### src/rtl/bdc_chan_ctrl_if.sv
// Register access bus between the host and the BDC channel controller.
interface bdc_chan_ctrl_if;
    logic [2:0] addr;
    logic       wr;
    logic       rd;
    logic [7:0] wrtdata;
    logic [7:0] rddata;
    logic       ack;

    modport master (output addr, wr, rd, wrtdata, input rddata, ack);
    modport slave  (input addr, wr, rd, wrtdata, output rddata, ack);
endinterface

### src/rtl/bdc_chan_ctrl.sv
// BDC motor channel controller: register file, PWM/filter prescalers, tach freeze FSM, overcurrent status.
// Optional watchdog on missing duty writes is compiled in with macro BDC_CHAN_WDOG_EN.
module bdc_chan_ctrl #(
    parameter int unsigned FREEZE_TMO  = 255,
    parameter int unsigned WDOG_CYCLES = 65535
) (
    input  logic              clk,
    input  logic              reset,
    bdc_chan_ctrl_if.slave    bus,
    input  logic [7:0]        countl,
    input  logic [7:0]        counth,
    input  logic              overcurrent,
    output logic              filterce,
    output logic              pwmcntce,
    output logic              pwmldce,
    output logic              freeze,
    output logic              invphase,
    output logic              invertpwm,
    output logic              enablepwm,
    output logic              currentlimit,
    output logic              irq
);

    localparam int unsigned TMO_W = (FREEZE_TMO < 2) ? 1 : $clog2(FREEZE_TMO);
    localparam int unsigned WD_W  = (WDOG_CYCLES < 2) ? 1 : $clog2(WDOG_CYCLES);
    localparam logic [TMO_W-1:0] TMO_LAST = TMO_W'(FREEZE_TMO - 1);
    localparam logic [WD_W-1:0]  WD_LAST  = WD_W'(WDOG_CYCLES - 1);

    localparam logic [2:0] A_DUTY = 3'd0;
    localparam logic [2:0] A_CTRL = 3'd1;
    localparam logic [2:0] A_PDIV = 3'd2;
    localparam logic [2:0] A_FDIV = 3'd3;
    localparam logic [2:0] A_CNTL = 3'd4;
    localparam logic [2:0] A_CNTH = 3'd5;
    localparam logic [2:0] A_STAT = 3'd6;

    typedef enum logic {IDLE, FROZEN} frz_state_t;

    frz_state_t       state, state_nxt;
    logic [TMO_W-1:0] tmo, tmo_nxt;
    logic             snap_ld;
    logic [7:0]       snap_hi;

    logic [2:0] ctrl, ctrl_nxt;
    logic [7:0] pdiv, fdiv, pcnt, fcnt, pcnt_nxt, fcnt_nxt;
    logic [1:0] status, status_nxt, w1c;
    logic       oc_meta;
    logic       ack_q;
    logic [7:0] rddata_q, rd_val;
    logic       wd_trip;

    // Write wins over a simultaneous read; nothing is accepted while in reset
    logic wr_acc, rd_acc;
    assign wr_acc = bus.wr & ~reset;
    assign rd_acc = bus.rd & ~bus.wr & ~reset;

    assign pwmldce   = wr_acc && (bus.addr == A_DUTY);
    assign freeze    = (state == FROZEN);
    assign enablepwm = ctrl[0];
    assign invertpwm = ctrl[1];
    assign invphase  = ctrl[2];
    assign bus.ack    = ack_q;
    assign bus.rddata = rddata_q;

    // Freeze FSM: a low-byte read latches the high byte and holds the tach counter
    always_comb begin
        state_nxt = state;
        tmo_nxt   = tmo;
        snap_ld   = 1'b0;
        unique case (state)
            IDLE: begin
                if (rd_acc && bus.addr == A_CNTL) begin
                    state_nxt = FROZEN;
                    tmo_nxt   = '0;
                    snap_ld   = 1'b1;
                end
            end
            FROZEN: begin
                if (rd_acc && bus.addr == A_CNTH) begin
                    state_nxt = IDLE;
                end else if (rd_acc && bus.addr == A_CNTL) begin
                    tmo_nxt = '0;
                    snap_ld = 1'b1;
                end else if (tmo == TMO_LAST) begin
                    state_nxt = IDLE;
                end else begin
                    tmo_nxt = tmo + TMO_W'(1);
                end
            end
            default: state_nxt = IDLE;
        endcase
    end

    always_ff @(posedge clk) begin
        if (reset) begin
            state   <= IDLE;
            tmo     <= '0;
            snap_hi <= '0;
        end else begin
            state <= state_nxt;
            tmo   <= tmo_nxt;
            if (snap_ld) snap_hi <= counth;
        end
    end

    // Read mux, sampled in the cycle the read is accepted
    always_comb begin
        rd_val = 8'h00;
        case (bus.addr)
            A_CTRL:  rd_val = {5'b0, ctrl};
            A_PDIV:  rd_val = pdiv;
            A_FDIV:  rd_val = fdiv;
            A_CNTL:  rd_val = countl;
            A_CNTH:  rd_val = (state == FROZEN) ? snap_hi : counth;
            A_STAT:  rd_val = {5'b0, state == FROZEN, status};
            default: rd_val = 8'h00;
        endcase
    end

    always_ff @(posedge clk) begin
        if (reset) begin
            ack_q    <= 1'b0;
            rddata_q <= 8'h00;
        end else begin
            ack_q    <= bus.wr | bus.rd;
            rddata_q <= rd_acc ? rd_val : 8'h00;
        end
    end

    // Prescalers: reload on zero, or immediately on a divisor write
    always_comb begin
        pcnt_nxt = (pcnt == 8'd0) ? pdiv : pcnt - 8'd1;
        fcnt_nxt = (fcnt == 8'd0) ? fdiv : fcnt - 8'd1;
        if (wr_acc && bus.addr == A_PDIV) pcnt_nxt = bus.wrtdata;
        if (wr_acc && bus.addr == A_FDIV) fcnt_nxt = bus.wrtdata;
    end

    always_ff @(posedge clk) begin
        if (reset) begin
            pdiv     <= '0;
            fdiv     <= '0;
            pcnt     <= '0;
            fcnt     <= '0;
            pwmcntce <= 1'b0;
            filterce <= 1'b0;
        end else begin
            if (wr_acc && bus.addr == A_PDIV) pdiv <= bus.wrtdata;
            if (wr_acc && bus.addr == A_FDIV) fdiv <= bus.wrtdata;
            pcnt     <= pcnt_nxt;
            fcnt     <= fcnt_nxt;
            pwmcntce <= (pcnt_nxt == 8'd0);
            filterce <= (fcnt_nxt == 8'd0);
        end
    end

`ifdef BDC_CHAN_WDOG_EN
    logic [WD_W-1:0] wd_cnt, wd_nxt;

    // Counts enabled cycles since the last duty write; trips on the last one
    always_comb begin
        wd_trip = 1'b0;
        wd_nxt  = wd_cnt;
        if (!ctrl[0] || (wr_acc && bus.addr == A_DUTY)) begin
            wd_nxt = '0;
        end else if (wd_cnt == WD_LAST) begin
            wd_trip = 1'b1;
            wd_nxt  = '0;
        end else begin
            wd_nxt = wd_cnt + WD_W'(1);
        end
    end

    always_ff @(posedge clk) begin
        if (reset) wd_cnt <= '0;
        else       wd_cnt <= wd_nxt;
    end
`else
    logic unused_wdog;
    assign unused_wdog = ^WD_LAST;
    assign wd_trip     = 1'b0;
`endif

    // Control and sticky status; a set condition beats a same-cycle clear
    always_comb begin
        ctrl_nxt = ctrl;
        if (wr_acc && bus.addr == A_CTRL) ctrl_nxt = bus.wrtdata[2:0];
        if (wd_trip) ctrl_nxt[0] = 1'b0;
        w1c = (wr_acc && bus.addr == A_STAT) ? bus.wrtdata[1:0] : 2'b00;
        status_nxt[0] = (status[0] & ~w1c[0]) | currentlimit;
        status_nxt[1] = (status[1] & ~w1c[1]) | wd_trip;
    end

    always_ff @(posedge clk) begin
        if (reset) begin
            ctrl         <= '0;
            status       <= '0;
            irq          <= 1'b0;
            oc_meta      <= 1'b0;
            currentlimit <= 1'b0;
        end else begin
            ctrl         <= ctrl_nxt;
            status       <= status_nxt;
            irq          <= |status_nxt;
            oc_meta      <= overcurrent;
            currentlimit <= oc_meta;
        end
    end

endmodule
### src/flat_wrapper.sv
// flat-port wrapper written by rule: the top's interface ports become plain ports
module bdc_chan_ctrl_flat 
#(
    parameter int unsigned FREEZE_TMO  = 255,
    parameter int unsigned WDOG_CYCLES = 65535
)
  (clk, reset, countl, counth, overcurrent, filterce, pwmcntce, pwmldce, freeze, invphase, invertpwm, enablepwm, currentlimit, irq, bus_addr, bus_wr, bus_rd, bus_wrtdata, bus_rddata, bus_ack);
  bdc_chan_ctrl_if bus_i ();
  input  logic clk;
  input  logic reset;
  input  logic [7:0] countl;
  input  logic [7:0] counth;
  input  logic overcurrent;
  output logic filterce;
  output logic pwmcntce;
  output logic pwmldce;
  output logic freeze;
  output logic invphase;
  output logic invertpwm;
  output logic enablepwm;
  output logic currentlimit;
  output logic irq;
  input wire logic [$bits(bus_i.addr)-1:0] bus_addr;
  input wire logic [$bits(bus_i.wr)-1:0] bus_wr;
  input wire logic [$bits(bus_i.rd)-1:0] bus_rd;
  input wire logic [$bits(bus_i.wrtdata)-1:0] bus_wrtdata;
  output wire logic [$bits(bus_i.rddata)-1:0] bus_rddata;
  output wire logic [$bits(bus_i.ack)-1:0] bus_ack;
  assign bus_i.addr = bus_addr;
  assign bus_i.wr = bus_wr;
  assign bus_i.rd = bus_rd;
  assign bus_i.wrtdata = bus_wrtdata;
  assign bus_rddata = bus_i.rddata;
  assign bus_ack = bus_i.ack;
  bdc_chan_ctrl #(.FREEZE_TMO(FREEZE_TMO), .WDOG_CYCLES(WDOG_CYCLES)) u_core (.clk(clk), .reset(reset), .bus(bus_i), .countl(countl), .counth(counth), .overcurrent(overcurrent), .filterce(filterce), .pwmcntce(pwmcntce), .pwmldce(pwmldce), .freeze(freeze), .invphase(invphase), .invertpwm(invertpwm), .enablepwm(enablepwm), .currentlimit(currentlimit), .irq(irq));
endmodule
### config.mk
export PLATFORM = sky130hd
export DESIGN_NAME = bdc_chan_ctrl_flat
export DESIGN_NICKNAME = d
export VERILOG_FILES = /design/src/rtl/bdc_chan_ctrl_if.sv /design/src/rtl/bdc_chan_ctrl.sv /design/src/flat_wrapper.sv
export SDC_FILE = /design/constraint.sdc
export NUM_CORES = 1
export LEC_CHECK = 0
export CAP_MARGIN = 20
export CORE_MARGIN = 2
export CORE_UTILIZATION = 61
export DETAILED_ROUTE_END_ITERATION = 7
export DONT_BUFFER_PORTS = 1
export GPL_TIMING_DRIVEN = 0
export PLACE_DENSITY = 0.82
export SKIP_CTS_REPAIR_TIMING = 1
export SYNTH_ARGS = -nofsm -noshare
export SYNTH_HDL_FRONTEND = slang
export SYNTH_SLANG_ARGS = --single-unit
### constraint.sdc
create_clock -name clk -period 6.7 [get_ports clk]
set_clock_uncertainty 0.15 [all_clocks]
set_input_delay 0.67 -clock clk [delete_from_list [all_inputs] [get_ports clk]]
set_output_delay 0.67 -clock clk [all_outputs]
set_load 0.05 [all_outputs]
---- Word level (Yosys, flattened, before mapping) ----
Cells that the tools add are included.
cells by class
  add/subtract/negate cells ............... 3
  equal/unequal tests ..................... 10
  muxes and demuxes ....................... 19
  bitwise gates (word level) .............. 13
  reductions and logical operators ........ 15
operators by type and width
  operator                                               count
  two-way mux 8 bit                                      9
  one-hot mux 8 bit (6 select lines)                     1
  logical NOT 8 bit                                      4
  one-hot mux 8 bit (2 select lines)                     1
  subtractor 8 x 1 -> 8 bit, second input constant       2
  equality test 3 bit, second input constant             3
  adder 8 x 1 -> 8 bit, second input constant            1
  equality test 8 bit, second input constant             1
  logical AND 1 bit                                      7
  equality test 3 x 2 -> 1 bit, second input constant    2
  NOT 1 bit                                              6
  AND 1 bit                                              5
  two-way mux 1 bit                                      5
  one-hot mux 1 bit (2 select lines)                     2
  OR reduction 2 bit                                     2
  equality test 3 x 1 -> 1 bit, second input constant    1
  logical NOT 3 bit                                      1
  inequality test 3 bit, second input constant           1
  AND reduction 3 bit                                    1
  two-way mux 2 bit                                      1
  inequality test 2 x 1 -> 1 bit, second input constant  1
  inequality test 2 bit, second input constant           1
  OR 1 bit                                               2
word-level totals
  register bits after elaboration ......... 68
  input bits .............................. 32
  output and inout port bits .............. 18
  word-level logic and storage cells ...... 76

---- Depth between registers and ports, before layout ----
  word-level depth ........................ 8
  gate-level depth with buffers ........... 9
  depth with buffers taken out ............ 7

---- Worst setup path after synthesis ----
Ideal clock, no wire load.
  path kind ............................... input-to-output
  start ................................... input port reset
  end ..................................... output port pwmldce
  arrival time ............................ 2.509 ns
  required time ........................... 5.880 ns
  slack ................................... 3.371 ns
  stages .................................. 4
  path buffers ............................ 2
  path through ............................ clkbuf_8 > nor3b_4 > clkbuf_1 > nor3b_1
on the way
  word-level cells in the longest chain between the ends .. 3
RTL lines
  what                RTL line             text
  start: declaration  flat_wrapper.sv:10   input logic reset;
  NOT 1 bit           bdc_chan_ctrl.sv:54  assign wr_acc = bus.wr & ~reset;
  AND 1 bit           bdc_chan_ctrl.sv:54
  logical AND 1 bit   bdc_chan_ctrl.sv:57  assign pwmldce = wr_acc && (bus.addr == A_DUTY);
  end: declaration    flat_wrapper.sv:16   output logic pwmldce;
No other way between the ends.

---- Worst setup path after layout ----
Same ends and word-level chain as after synthesis.

==> impl_metrics.toml <==
[status]
status = "finished, final reports clean"

[clock_tree]
cts_tree = "built"
cts_max_level = 3
cts_buffer_depth = 2
clk_latency_ps = 340
clkSinkCount = 68
clock_tree.root_cell = "clkbuf_8"
cts_buffers = 9
path_clk_slew_ps = 70

[yosys]
synth.largest_area_cell = "dfxtp_1"
ys_seq_area_frac = 0.401
synth_flop_cell = "dfxtp_1"
ys_top_cells_by_area = "dfxtp_1 40%, nand2_1 7.3%, a21oi_1 6.9%"
yosysUniqueCellTypes = 59
yosysWarnings = 0
synth_area_mm2 = 0.00339
synthCells = 414
yosys.area.top_type_share = 0.401
synth_edf_count = 0
ys_seq_elements = 68
synth.avg_cell_area_um2 = 8.20
synth_nets = 452
async_flop_share = 0

[cells_and_area]
register_area_mm2 = 0.00136
areaGrowthSynthToFinish_pct = 7.78
utilization = 0.673
fin_cells = 501
multiInputGateArea_mm2 = 0.00190
nNetsFinal = 463
final_common_cell = "dfxtp_1"
num-fill-cells = 471
mostFrequentLayoutCells = "68 x dfxtp_1, 66 x nand2_1, 47 x a21oi_1"
n_antenna_cell = 0
design_area_mm2 = 0.00366
drive_above_1_share = 0.0793

[flow_run]
maxCapViolations = 0

[sta]
min_period_ps = 3090
layout_setup_ws_ps = 3610
post-route-period-util = 0.461
setup_viol = 0
max_slew.worst_pin.slew_ps = 998
holdWs_ps = 295
rsz0062_at_grt = "false"
drv_slew = 0
slew_headroom = 0.328
timing.fmax_mhz = 324
finalHoldViolations = 0
setup_tns_ps = 0

[critical_path]
critPathMaxStageDelay_ps = 790
critPathKind = "in -> out"
crit_path_max_fanout = 10
cpMaxStageDelayCell = "nor3b_2"
endpoint_kind = "primary output"
cp_data_arrival_time_ps = 2270
crit_chain = "clkbuf_8 > nor3b_4 > clkbuf_1 > nor3b_2"
required_ps = 5880
path_buf_inv = 2
start_kind = "primary input"
critPathTopFamily = "simple AND/OR/NAND/NOR gates"

[pwr]
vdd_drop_max_mv = 0.171
total_power_mw = 1.37
p_leak_nw = 1.25
power_density_mw_per_mm2 = 373

[placed_design]
post-dp-hpwl_mm = 6.62
dp_cells = 486
numPortBuffers = 0
post-place-ws_ps = 3630
dpl_cell_area_mm2 = 0.00349
place_congestion = 0.953

[route]
vias_per_cell = 6.44
wire_per_inst_um = 17.8
routed_wl_mm = 8.92
drt_pass1_iterations = 5
drt_iter0_markers = 321
ant_nets = 0
drc_errors = 0
num_vias = 3224

[hold_path]
hold_class = "in -> reg"

[grt]
grt_util_all_layers = 0.307
grt_pass1_vias = 3061
grt_max_degree = 11
overflow = 0
grt_first_pass_wirelength_mm = 14.7
antenna_found_initial = 0

[die]
die_x_um = 78.6
row_count = 27
coreArea_mm2 = 0.00544
dieArea_mm2 = 0.00618
start_util = 0.624
pin_count = 50
die_h_um = 78.6
-- sequential cells by signal, summed over array words and instances, names as in the netlist --
| register | flops |
|---|---|
| u_core.pcnt | 8 |
| u_core.fdiv | 8 |
| u_core.currentlimit | 1 |
| u_core.tmo | 8 |
| u_core.bus.rddata | 8 |
| u_core.ctrl | 3 |
| u_core.filterce | 1 |
| u_core.bus.ack | 1 |
| u_core.irq | 1 |
| u_core.pwmcntce | 1 |
| u_core.oc_meta | 1 |
| u_core.fcnt | 8 |
| u_core.pdiv | 8 |
| u_core.snap_hi | 8 |
| u_core.freeze | 1 |
| u_core.status | 2 |
-- cells in the mapped netlist, types with 2 or more instances --
cell type  count
a311oi_1       2
a31oi_1        3
nand4_1        3
o21ai_0        9
a211oi_1       7
mux2i_1       11
a41oi_1        2
and2_1         5
a22oi_1        5
a221oi_1       4
nand3_1       17
buf_2          3
nor4_1         7
nor3b_4        2
nor3b_1        7
a32oi_1        2
nor2_1        32
nand2_1       66
or3_1          2
a31o_2         2
o31a_1         5
inv_1         10
nor2b_1        6
o22ai_1        2
o2111ai_1      2
ha_1           6
a21oi_1       47
o21a_1         4
or4_1          2
or3b_2         3
and3_1         4
dfxtp_1       68
xor2_1         5
clkbuf_1      16
nor3_1        11
mux2_2         3
o211ai_1       7
-- layout make-up --
| type | count | share of cell area |
|---|---|---|
| multi-input cells | 314 | 0.518 |
| inverters | 10 | 0.0103 |
| clock inverters | 2 | 0.00274 |
| well taps | 72 | 0.0246 |
| plain buffers | 22 | 0.0284 |
| clock buffers | 13 | 0.0434 |
| flip-flops and latches | 68 | 0.372 |
-- worst paths after layout --
check	from	endpoint	slack (ps)	depth (start not counted)
worst min register to register	u_core.oc_meta	u_core.currentlimit	300	1
worst max register to register	u_core.fcnt[0]	u_core.filterce	4230	7
worst min-delay path	bus_rd	u_core.bus.ack	300	2
worst max-delay path	reset	pwmldce	3610	4
-- cell families (layout without fill, tap and decap cells) --
logic type	after synthesis	after routing	share of synthesized area
buf+inv	32	47	0.0416
compound gates	111	111	0.214
mux	14	14	0.0424
xor+xnor	6	6	0.0155
flops	68	68	0.401
fa+ha+maj	6	6	0.0221
simple gates	177	177	0.263
-- where the power goes --
part	leakage [nW]	switching, mW	total, mW	internal [mW]
clock	0.0893	0.146	0.298	0.152
sequential	0.553	0.0662	0.520	0.454
combinational	0.610	0.305	0.548	0.243
total	1.25	0.518	1.37	0.848
-- layer usage --
metal	routed length (um)	global-route usage	vias up
li1	-	-	1524
met1	3820	0.391	1513
met2	4110	0.487	166
met3	751	0.0931	21
met4	240	0.121	0
met5	0	0	-
-- worst reg2reg max path, stage by stage, from the launching register on --
cell      delay (ps)
dfxtp_1          350
inv_1            100
ha_1             220
or3b_2           530
or3_1            360
a31oi_1          250
o311ai_1         160
nor4_2           260
No activity file was read; power rests on OpenSTA's default activity.
